$ cat src/rtl/id_ex_stage.sv
// id_ex_stage -- decode-to-execute pipeline register of the 16-bit datapath.
//
// Captures register-file operands (R1, R2 and R15 at index 0) together with the
// decoded instruction fields. Writeback data that the register file does not yet
// show is bypassed into the captured operands. A load in EX whose destination
// feeds the instruction in decode raises stallReq and becomes a one-cycle bubble.
// Flush from branch resolution also bubbles EX.
//
// Ports:
//   clk, rst                 clock (rising edge), asynchronous active-low reset
//   idValid/idOpcode/idRegR1/idRegR2/idRegDst/idImm/idWrEn/idIsLoad
//                            decoded instruction presented by decode
//   rdR1/rdR2/rdR15          register file read data
//   wbWr/wbDst/wbData        writeback write of the general destination
//   wbWrR15/wbR15Data        writeback write of R15
//   flush                    discard the instruction entering EX
//   ex*                      registered EX-stage instruction and operands
//   stallReq                 combinational: hold PC and decode this cycle
module id_ex_stage #(
  parameter int regSize  = 4,
  parameter int dataSize = 16,
  parameter int opSize   = 4
) (
  input  logic                clk,
  input  logic                rst,
  input  logic                idValid,
  input  logic [opSize-1:0]   idOpcode,
  input  logic [regSize-1:0]  idRegR1,
  input  logic [regSize-1:0]  idRegR2,
  input  logic [regSize-1:0]  idRegDst,
  input  logic [dataSize-1:0] idImm,
  input  logic                idWrEn,
  input  logic                idIsLoad,
  input  logic [dataSize-1:0] rdR1,
  input  logic [dataSize-1:0] rdR2,
  input  logic [dataSize-1:0] rdR15,
  input  logic                wbWr,
  input  logic [regSize-1:0]  wbDst,
  input  logic [dataSize-1:0] wbData,
  input  logic                wbWrR15,
  input  logic [dataSize-1:0] wbR15Data,
  input  logic                flush,
  output logic                exValid,
  output logic [opSize-1:0]   exOpcode,
  output logic [regSize-1:0]  exDst,
  output logic                exWrEn,
  output logic                exIsLoad,
  output logic [dataSize-1:0] exOp1,
  output logic [dataSize-1:0] exOp2,
  output logic [dataSize-1:0] exR15,
  output logic [dataSize-1:0] exImm,
  output logic                stallReq
);

  typedef struct packed {
    logic                valid;
    logic [opSize-1:0]   opcode;
    logic [regSize-1:0]  dst;
    logic                wrEn;
    logic                isLoad;
    logic [dataSize-1:0] op1;
    logic [dataSize-1:0] op2;
    logic [dataSize-1:0] r15;
    logic [dataSize-1:0] imm;
  } ex_t;

  ex_t ex_q, ex_d;
  logic [dataSize-1:0] byp1, byp2, byp15;

  // Writeback bypass. A general-destination write to index 0 beats wbWrR15,
  // mirroring the register file's own write priority.
  function automatic logic [dataSize-1:0] bypass(
    input logic [regSize-1:0]  a,
    input logic [dataSize-1:0] d,
    input logic                wr,
    input logic [regSize-1:0]  dst,
    input logic [dataSize-1:0] wdat,
    input logic                wr15,
    input logic [dataSize-1:0] w15dat
  );
    if (wr && dst == a)            return wdat;
    else if (a == '0 && wr15)      return w15dat;
    else                           return d;
  endfunction

  always_comb begin
    byp1  = bypass(idRegR1, rdR1,  wbWr, wbDst, wbData, wbWrR15, wbR15Data);
    byp2  = bypass(idRegR2, rdR2,  wbWr, wbDst, wbData, wbWrR15, wbR15Data);
    byp15 = bypass('0,      rdR15, wbWr, wbDst, wbData, wbWrR15, wbR15Data);
  end

  // Load-use hazard: uses only the registered EX state and current decode,
  // so the bubble it causes clears exValid and ends the stall after one cycle.
  assign stallReq = ex_q.valid & ex_q.isLoad & ex_q.wrEn & idValid &
                    ((ex_q.dst == idRegR1) | (ex_q.dst == idRegR2));

  always_comb begin
    ex_d = '0;
    if (!flush && !stallReq) begin
      ex_d.valid  = idValid;
      ex_d.opcode = idOpcode;
      ex_d.dst    = idRegDst;
      ex_d.wrEn   = idWrEn & idValid;
      ex_d.isLoad = idIsLoad & idValid;
      ex_d.op1    = byp1;
      ex_d.op2    = byp2;
      ex_d.r15    = byp15;
      ex_d.imm    = idImm;
    end
  end

  always_ff @(posedge clk or negedge rst) begin
    if (!rst) ex_q <= '0;
    else      ex_q <= ex_d;
  end

  assign exValid  = ex_q.valid;
  assign exOpcode = ex_q.opcode;
  assign exDst    = ex_q.dst;
  assign exWrEn   = ex_q.wrEn;
  assign exIsLoad = ex_q.isLoad;
  assign exOp1    = ex_q.op1;
  assign exOp2    = ex_q.op2;
  assign exR15    = ex_q.r15;
  assign exImm    = ex_q.imm;

endmodule

$ cat config.mk
export PLATFORM = sky130hd
export DESIGN_NAME = id_ex_stage
export DESIGN_NICKNAME = d
export VERILOG_FILES = /design/src/rtl/id_ex_stage.sv
export SDC_FILE = /design/constraint.sdc
export NUM_CORES = 1
export LEC_CHECK = 0
export BUFFER_PORTS_ARGS = -buffer_cell sky130_fd_sc_hd__buf_2
export CAP_MARGIN = 5
export CORE_MARGIN = 2
export CORE_UTILIZATION = 25
export CTS_CLUSTER_SIZE = 24
export DETAILED_ROUTE_END_ITERATION = 8
export PLACE_DENSITY = 0.61
export SYNTH_ARGS = -nofsm -noshare
export SYNTH_HDL_FRONTEND = slang
export SYNTH_SLANG_ARGS = --single-unit
$ cat constraint.sdc
create_clock -name clk -period 3.7 [get_ports clk]
set_input_delay 0.185 -clock clk [delete_from_list [all_inputs] [get_ports clk]]
set_output_delay 0.185 -clock clk [all_outputs]
set_load 0.1 [all_outputs]
* After elaboration in Yosys (flattened, before gate mapping)
Cells that the tools add are included.
** Storage, ports and cells
- Register bits after elaboration :: 75
- Bits of input ports :: 124
- Output and inout port bits :: 76
- Word-level logic and storage cells :: 38
** Operators by class
- Equal/unequal tests :: 4
- Multiplexer cells :: 7
- Bitwise gates (word level) :: 7
- Reductions and logical operators :: 11
** Operators by type and width (number)
- 16-bit two-way mux :: 6
- 75-bit two-way mux :: 1
- 4-bit equality test :: 4
- 4-bit logical NOT :: 3
- 1-bit AND :: 6
- 1-bit logical AND :: 6
- 1-bit logical NOT :: 2
- 1-bit OR :: 1

* Logic depth before layout (Yosys ltp)
Gate-level depths: netlist (run 1).
- Word-level depth :: 7
- Mapped depth :: 7
- Gate-level depth less buffers :: 4

* Least setup slack after synthesis (run 1)
OpenSTA, ideal clock, no wires.
- Path type :: register to register
- Start point :: register ex_q (netlist bit exDst[2])
- End point :: register ex_q (netlist bit exIsLoad)
- Library setup time :: 0.184 ns
- Data arrival time :: 2.875 ns
- Required time :: 3.516 ns
- Path slack :: 0.641 ns
- Stages on the path, launching flop included :: 7
- Path buffers :: 2
- Period minus slack after synthesis :: 3.059 ns
- Cell sequence :: dfrtp_1 xnor2_1 nand4_1 a21oi_1 clkbuf_1 buf_1 nor3_1
** RTL lines
- from (decl) :: line 67 : ex_t ex_q, ex_d;
- from (signal assigned) :: line 113 : if (!rst) ex_q <= '0;
- from (signal assigned) :: line 114 : else ex_q <= ex_d;

==> results of run 1 <==
-- synthesized netlist by cell type, types with 2 or more instances --
library cell | n | area share, %
a2111oi_0 | 28 | 6.0
a2111oi_1 | 20 | 4.9
a211oi_1 | 16 | 2.9
a221oi_1 | 12 | 2.6
a221oi_2 | 20 | 7.4
and2_0 | 2 | 0.31
and2_1 | 3 | 0.46
and2b_1 | 2 | 0.37
buf_1 | 5 | 0.46
buf_12 | 2 | 0.98
buf_2 | 5 | 0.61
buf_4 | 3 | 0.55
buf_6 | 7 | 1.9
clkbuf_1 | 23 | 2.1
dfrtp_1 | 75 | 46
inv_1 | 16 | 1.5
nand2_1 | 2 | 0.18
nand4_1 | 3 | 0.46
nor2b_1 | 14 | 2.1
nor3_1 | 2 | 0.25
nor3_2 | 2 | 0.49
nor3b_1 | 37 | 6.8
nor3b_2 | 20 | 6.1
or2_1 | 2 | 0.31
or4b_1 | 2 | 0.49
xnor2_1 | 10 | 2.1
xor2_1 | 6 | 1.3
-- cell families (layout without fill, tap and decap cells) --
logic type / after synthesis / in the layout / synth area share, %
compound gates: 97 / 97 / 23.9
simple gates: 92 / 92 / 18.5
flops: 75 / 75 / 46.0
buf+inv: 61 / 237 / 8.12
xor+xnor: 16 / 16 / 3.43
other cells: 0 / 2 / 0
-- state kept, by name (all words and copies together) (netlist names) --
name	cells
exValid	1
exDst	4
exImm	16
exOpcode	4
exIsLoad	1
exOp2	16
exOp1	16
exWrEn	1
exR15	16
-- cell type report --
type | count | area share, %
tap | 216 | 5.00
sequential | 75 | 34.7
antenna | 2 | 0.0925
multi-input combinational | 205 | 34.8
clock buffer | 12 | 4.56
inverter | 16 | 1.11
timing repair buffer | 206 | 19.4
clock inverter | 3 | 0.278
-- per-stage QoR --
step           setup WS (ns)  total power (µW)  instance area (µm²)  std cells
6_report                1.16              2420                 5410        735
3_5_place_dp           0.840              1630                 5140        718
2_1_floorplan          0.641              1430                 4080        341
5_1_grt                0.972              2510                 5410        734
4_1_cts                 1.22              2450                 5400        733
3_3_place_gp           0.946              1620                 5140        718
-- power by group --
part           total [µW]  internal, µW  switching (µW)
Combinational         725           160             564
Sequential            887           869            17.6
Clock                 806           466             341
-- critical path, stage by stage --
cell       delay [ns]
buf_2            0.52
or4b_1           0.87
or2_1            0.64
a221oi_1         0.36
a2111oi_0        0.12
-- worst paths after layout --
| kind | startpoint | endpoint | depth (start not counted) |
|---|---|---|---|
| worst max-delay path | wbWrR15 | exOp2[5] | 5 |
| worst min-delay path | rst | exImm[9] | 1 |
| worst max register to register | exDst[0] | exR15[11] | 5 |
| worst min register to register | exWrEn | exIsLoad | 4 |
| max in group asynchronous | rst | exR15[7] | 1 |
| min in group clk | idIsLoad | exIsLoad | 3 |
-- layer usage --
metal / part of all wire, % / up-vias / wire [µm] / global-route usage [%]
met5: 0.10 / - / 16 / 0
met4: 2.5 / 2 / 393 / 6.58
met3: 9.8 / 30 / 1520 / 6.23
met2: 48 / 228 / 7410 / 30.1
met1: 40 / 1853 / 6140 / 21.3
li1: - / 1679 / - / -
==> flow_summary.toml, run 1 <==
[pwr]
powerDensity_nw_per_um2 = 447
leakagePower_uw = 0.00244
peakVddDrop_mv = 0.303

[floorplanning]
fp.dieH_um = 132
std_cell_rows = 46
die_w_um = 132
ioPinCount = 200
core_area_um2 = 15900
start_util_pct = 25.6
die_area_um2 = 17400

[clock_tree]
clk_pin_slew_ns = 0.06
clock_sinks = 75
post_cts.repair.setup_buffers = 0
holdBufCountCts = 0
post_cts_resized = 0
root_buffer = "clkbuf_16"
worstSkewPairLatency_ns = 0.34
htreeDepth = 3
numCtsBuffers = 9
cts_max_path_buffers = 2
cts_tree = "done"

[global_route]
grt_max_degree = 76
grt_pass1_wl_um = 23800
grt_pass1_vias = 4080
antenna_found_initial = 3
overflow = 0
track_usage_pct = 17.9

[final_layout]
fillCellCount = 1648
fin_nets = 637
multi_input_area_um2 = 1880
fin_util_pct = 33.9
drive_gt1_share_pct = 50.7
final_cell_mix = "buf_2 (198), dfrtp_1 (75), nor3b_1 (37)"
seqCellArea_um2 = 1880
areaGrowthSynthToFinish_pct = 32.5
final_common_cell = "buf_2"

[timing]
finalCritPeriodShare_pct = 68.5
setup_viol = 0
fmax_mhz = 394
fin_worst_skew_ns = 0.00514
finalSetupTns_ns = 0
slew_viol_final = 0
rsz0062_at_grt = "false"
worst_pin_slew_ns = 1.17
relSlewSlack_pct = 22.3
finalCriticalPeriod_ns = 2.54
hold_violations = 0
whs_ns = 0.00802

[route]
detail-route-antenna-nets = 0
drc_errors = 0
wl_um = 15500
firstDrtPassIters = 5
viasPerCell = 5.16
drt_iter0_markers = 233
wire_per_inst_um = 21.1
num_vias = 3792

[min_path]
min-delay-path-class = "in2async"

[logic_synthesis]
synth-seq-cells = 75
synth_ff_type = "dfrtp_1"
synth-async-reset-ratio_pct = 100
synthesis.nets = 465
ys_types = 29
yosys_warnings = 0
seq_area_frac_synth_pct = 46.0
synth-edff-count = 0
syn_area_um2 = 4080
synth_cells = 341
synth_area_per_cell_um2 = 12.0

[setup_path]
cp.required_ns = 3.87
endpoint_kind = "register"
rrSetupSlack_ns = 1.88
crit_arrival_ns = 2.71
worstSetupPathType = "in2reg"
setup.worst_path.start_class = "input port"
path_max_fanout = 34

[flow_run]
cap_violations = 0

[place]
place_hpwl_um = 11500
gp_congestion = 0.869
io_buffers = 199

[outcome]
status = "finished clean"
Note: power is estimated with default switching activity, not from simulation.
==> run 2, diff against run 1 <==
- clock period: 3.7 -> 2.5 ns (I/O delays scaled with it)
==> run 2 against run 1 <==
  * Non-clock buffer count is 10 higher
  * Cell count increased by 1.4%
  * Sequential cell count did not move
  * Global-route usage fell by 0.55 points
  * Via count shrank 1.2%
  * Setup slack worse by 0.92 ns
  * Combinational power rose by 49%
  * Register-to-register slack lost 1.3 ns
  * Wire length down 3.6%
  * Clock power is 53% higher
  * Largest cell class unchanged
  * Largest power group unchanged
==> flow_summary.toml, run 2 (synthesis gave the netlist of run 1 again) <==
[timing]
finalCriticalPeriod_ns = 2.25
hold_violations = 0
slew_viol_final = 0
worst_pin_slew_ns = 0.979
rsz0062_at_grt = "false"
finalSetupTns_ns = 0
finalCritPeriodShare_pct = 90.1
relSlewSlack_pct = 34.7
fin_worst_skew_ns = 0.00726
whs_ns = 0.0143
fmax_mhz = 444
setup_viol = 0

[final_layout]
areaGrowthSynthToFinish_pct = 35.4
multi_input_area_um2 = 1880
fin_nets = 647
fin_area_um2 = 5530
fin_util_pct = 34.7
seqCellArea_um2 = 1880
fillCellCount = 1653
final_common_cell = "buf_2"
final_cell_mix = "buf_2 (198), dfrtp_1 (71), nor3b_1 (37)"
drive_gt1_share_pct = 52.3

[setup_path]
crit_arrival_ns = 2.13
cp.required_ns = 2.38
path_max_fanout = 52
endpoint_kind = "output port"
worstSetupPathType = "reg2out"
setup.worst_path.start_class = "register"

[floorplanning]
start_util_pct = 25.6
die_area_um2 = 17400
std_cell_rows = 46
core_area_um2 = 15900
die_w_um = 132
fp.dieH_um = 132
ioPinCount = 200

[place]
io_buffers = 199
place_hpwl_um = 11400
gp_congestion = 0.904
dpl_cell_area_um2 = 5220

[clock_tree]
clock_sinks = 75
post_cts_resized = 0
worstSkewPairLatency_ns = 0.34
cts_tree = "done"
clk_pin_slew_ns = 0.06
root_buffer = "clkbuf_16"
htreeDepth = 3
cts_max_path_buffers = 2
numCtsBuffers = 9

[route]
met2_wirelength_um = 7400
wl_met3_um = 1360
firstDrtPassIters = 4
detail-route-antenna-nets = 0
drt_iter0_markers = 222
top_layer = "met4"
viasPerCell = 5.03
wl_um = 14900
wire_per_inst_um = 20.0
drc_errors = 0
wl_met1_um = 5900
num_vias = 3747

[pwr]
power_uw = 3630
peakVddDrop_mv = 0.329
leakagePower_uw = 0.00249
powerDensity_nw_per_um2 = 657

[flow_run]
cap_violations = 0

[global_route]
overflow = 0
antenna_found_initial = 1
grt_pass1_vias = 3967
track_usage_pct = 17.4
grt_pass1_wl_um = 22900
grt_max_degree = 76

[outcome]
status = "finished clean"

[min_path]
min-delay-path-class = "in2reg"
-- run 2: final cells by class --
cell class	count	share of cell area (%)
antenna	1	0.0453
multi-input combinational	205	34.1
timing repair buffer	216	20.7
clock buffer	12	4.64
inverter	16	1.09
sequential	75	34.1
tap	216	4.89
clock inverter	4	0.476
-- run 2: what timing repair did --
item | 4_1_cts | 5_1_grt
hold buffers | 2 | 0
endpoints found under the hold margin | 58 | 0
buffers inserted | 0 | 0
-- run 2: per-layer routing --
metal	up-vias	global-route usage [%]
li1	1691	-
met5	-	0
met3	20	6.07
met2	205	30.0
met4	0	5.19
met1	1831	20.4
-- run 2: path summary, 6_finish.rpt --
| check | startpoint | endpoint | slack, ns | cells past startpoint |
|---|---|---|---|---|
| worst max-delay path | exDst[3] | stallReq | 0.25 | 5 |
| worst min-delay path | idIsLoad | exIsLoad | 0.01 | 3 |
| worst max register to register | exDst[3] | exR15[4] | 0.57 | 6 |
| worst min register to register | exIsLoad | exOpcode[1] | 1.03 | 4 |
| max in group asynchronous | rst | exDst[1] | 1.34 | 2 |
| min in group asynchronous | rst | exImm[11] | 0.50 | 2 |
-- run 2: metrics by stage --
stage / worst slack, ns / instances
after CTS: 0.234 / 744
after detailed placement: 0.329 / 726
after global placement: 0.418 / 726
after floorplan: 0.0110 / 341
after global routing: 0.127 / 744
final: 0.248 / 745
-- run 2: where the power goes --
part	switching (µW)	total (µW)	internal, µW
clock	510	1230	725
combinational	833	1080	246
sequential	27.0	1310	1290
-- run 2: critical path, stage by stage (launching register included) --
cell     delay, ns
dfrtp_2       0.44
xnor2_1       0.20
nand4_1       0.19
a21oi_4       0.21
buf_12        0.26
buf_2         0.48
==> run 3, diff against run 2 <==
- HOLD_SLACK_MARGIN: default -> 0.03
==> run 3 against run 2 <==
  * Setup slack better by 0.0046 ns
  * Critical path depth is the same
  * Via count increased by 2.2%
  * Sequential power hardly changed
  * Sequential share of layout area fell by 1.4 points
  * Clock-buffer cell count unchanged
  * Wire length is 2.6% higher
  * Global-route usage increased by 0.46 points
  * Register-to-register slack about the same
  * Cell area up 4.2%
  * Worst hold slack gained 0.036 ns
==> flow_summary.toml, run 3 (synthesis gave the netlist of run 1 again) <==
[timing]
finalCriticalPeriod_ns = 2.25
slew_viol_final = 0
whs_ns = 0.0507
setup_viol = 0
fin_worst_skew_ns = 0.00705
rsz0062_at_grt = "false"
finalSetupTns_ns = 0
finalCritPeriodShare_pct = 89.9
fmax_mhz = 445
hold_violations = 0
worst_pin_slew_ns = 0.977
relSlewSlack_pct = 34.9

[pwr]
p_seq_share_pct = 36.0
peakVddDrop_mv = 0.328
leakagePower_uw = 0.00258
p_int_uw = 2280
powerDensity_nw_per_um2 = 635
p_clk_share_pct = 33.7
swShare_pct = 37.5
p_comb_share_pct = 30.4
power.switching_uw = 1370

[setup_path]
r2r.worst_path.cells = 6
slowest_stage = "buf_2"
worstSetupPathType = "reg2out"
crit_arrival_ns = 2.12
setup.worst_path.start_class = "register"
crit-reg2reg-launch = "exDst[3]"
endpoint_kind = "output port"
path_max_fanout = 52
cp-startpoint = "exDst[3]"
critPathMaxStageDelay_ns = 0.48
cp_cell_sequence = "xnor2_1 -> nand4_1 -> a21oi_4 -> buf_12 -> buf_2"
cp.required_ns = 2.38

[route]
wire_per_inst_um = 19.9
viasPerCell = 4.99
detail-route-antenna-nets = 0
firstDrtPassIters = 4
drt_iter0_markers = 195
wl_um = 15300
num_vias = 3829
drc_errors = 0

[final_layout]
final_cell_mix = "buf_2 (198), dfrtp_1 (71), nor3b_1 (37)"
fin_area_um2 = 5760
fillCellCount = 1618
final_common_cell = "buf_2"
fin_nets = 670
areaGrowthSynthToFinish_pct = 41.0
fin_util_pct = 36.1
drive_gt1_share_pct = 50.1

[place]
place_hpwl_um = 11400
dpl_cell_area_um2 = 5220
io_buffers = 199
gp_congestion = 0.904

[clock_tree]
cts_tree = "done"
worstSkewPairLatency_ns = 0.34
cts_max_path_buffers = 2
clk_pin_slew_ns = 0.06
clock_sinks = 75
post_cts_resized = 0
numCtsBuffers = 9
htreeDepth = 3
root_buffer = "clkbuf_16"

[floorplanning]
start_util_pct = 25.6
ioPinCount = 200
die_w_um = 132
core_area_um2 = 15900
die_area_um2 = 17400
std_cell_rows = 46
fp.dieH_um = 132

[flow_run]
cap_violations = 0

[min_path]
whs_path_depth = 2
min-delay-start = "idOpcode[0]"
min-delay-path-class = "in2reg"

[global_route]
antenna_found_initial = 1
grt_pass1_vias = 4113
track_usage_pct = 17.8
grt_max_degree = 76
grt_pass1_wl_um = 23500
overflow = 0

[outcome]
status = "finished clean"
-- run 3: area by class of cell --
cell class	count	area (µm²)	area share (%)
Tap cell	216	270	4.70
Sequential cell	75	1880	32.7
Antenna cell	1	2.50	0.0435
Timing Repair Buffer	239	1370	23.9
Clock inverter	4	26.3	0.457
Multi-Input combinational cell	205	1880	32.7
Clock buffer	12	256	4.46
Inverter	16	60.1	1.04
-- run 3: path summary, 6_finish.rpt --
check | slack [ns] | end
worst max-delay path | 0.25 | stallReq
worst min-delay path | 0.05 | exOpcode[0]
worst max register to register | 0.57 | exR15[4]
max in group asynchronous | 1.30 | exDst[1]
min in group asynchronous | 0.53 | exImm[12]
worst min register to register | 1.03 | exOpcode[2]
-- run 3: repair_timing --
item | 4_1_cts | 5_1_grt
buffers inserted | 0 | 0
hold endpoints to repair | 96 | 1
hold buffers | 24 | 1
-- run 3: metal layers --
metal | routed length (µm) | GRT usage [%] | vias up
met4 | 206 | 5.13 | 0
met2 | 7700 | 31.4 | 213
met3 | 1440 | 6.07 | 15
li1 | - | - | 1740
met1 | 5970 | 20.6 | 1861
met5 | 0 | 0 | -
-- run 3: worst max-delay path, delay by kind of cell, from the launching register on --
family / cells / cell delay (ns)
AO/OA/AOI/OAI: 1 / 0.21
XOR/XNOR: 1 / 0.20
buffers and inverters: 2 / 0.74
flip-flops: 1 / 0.44
AND/OR/NAND/NOR: 1 / 0.19
-- run 3: power by group through the flow --
stage               logic, µW  clock network [µW]  registers [µW]
CTS                      1110                1280            1320
global route             1160                1330            1320
finish                   1110                1230            1310
global placement         1070                   0            1340
floorplan                 242                   0            1880
detailed placement       1080                   0            1340
-- run 3: through the flow --
step	instances	setup WS [ns]	total power, µW
2_1_floorplan	341	0.0110	2120
6_report	768	0.253	3650
5_1_grt	767	0.123	3820
3_3_place_gp	726	0.418	2400
4_1_cts	766	0.234	3700
3_5_place_dp	726	0.329	2420
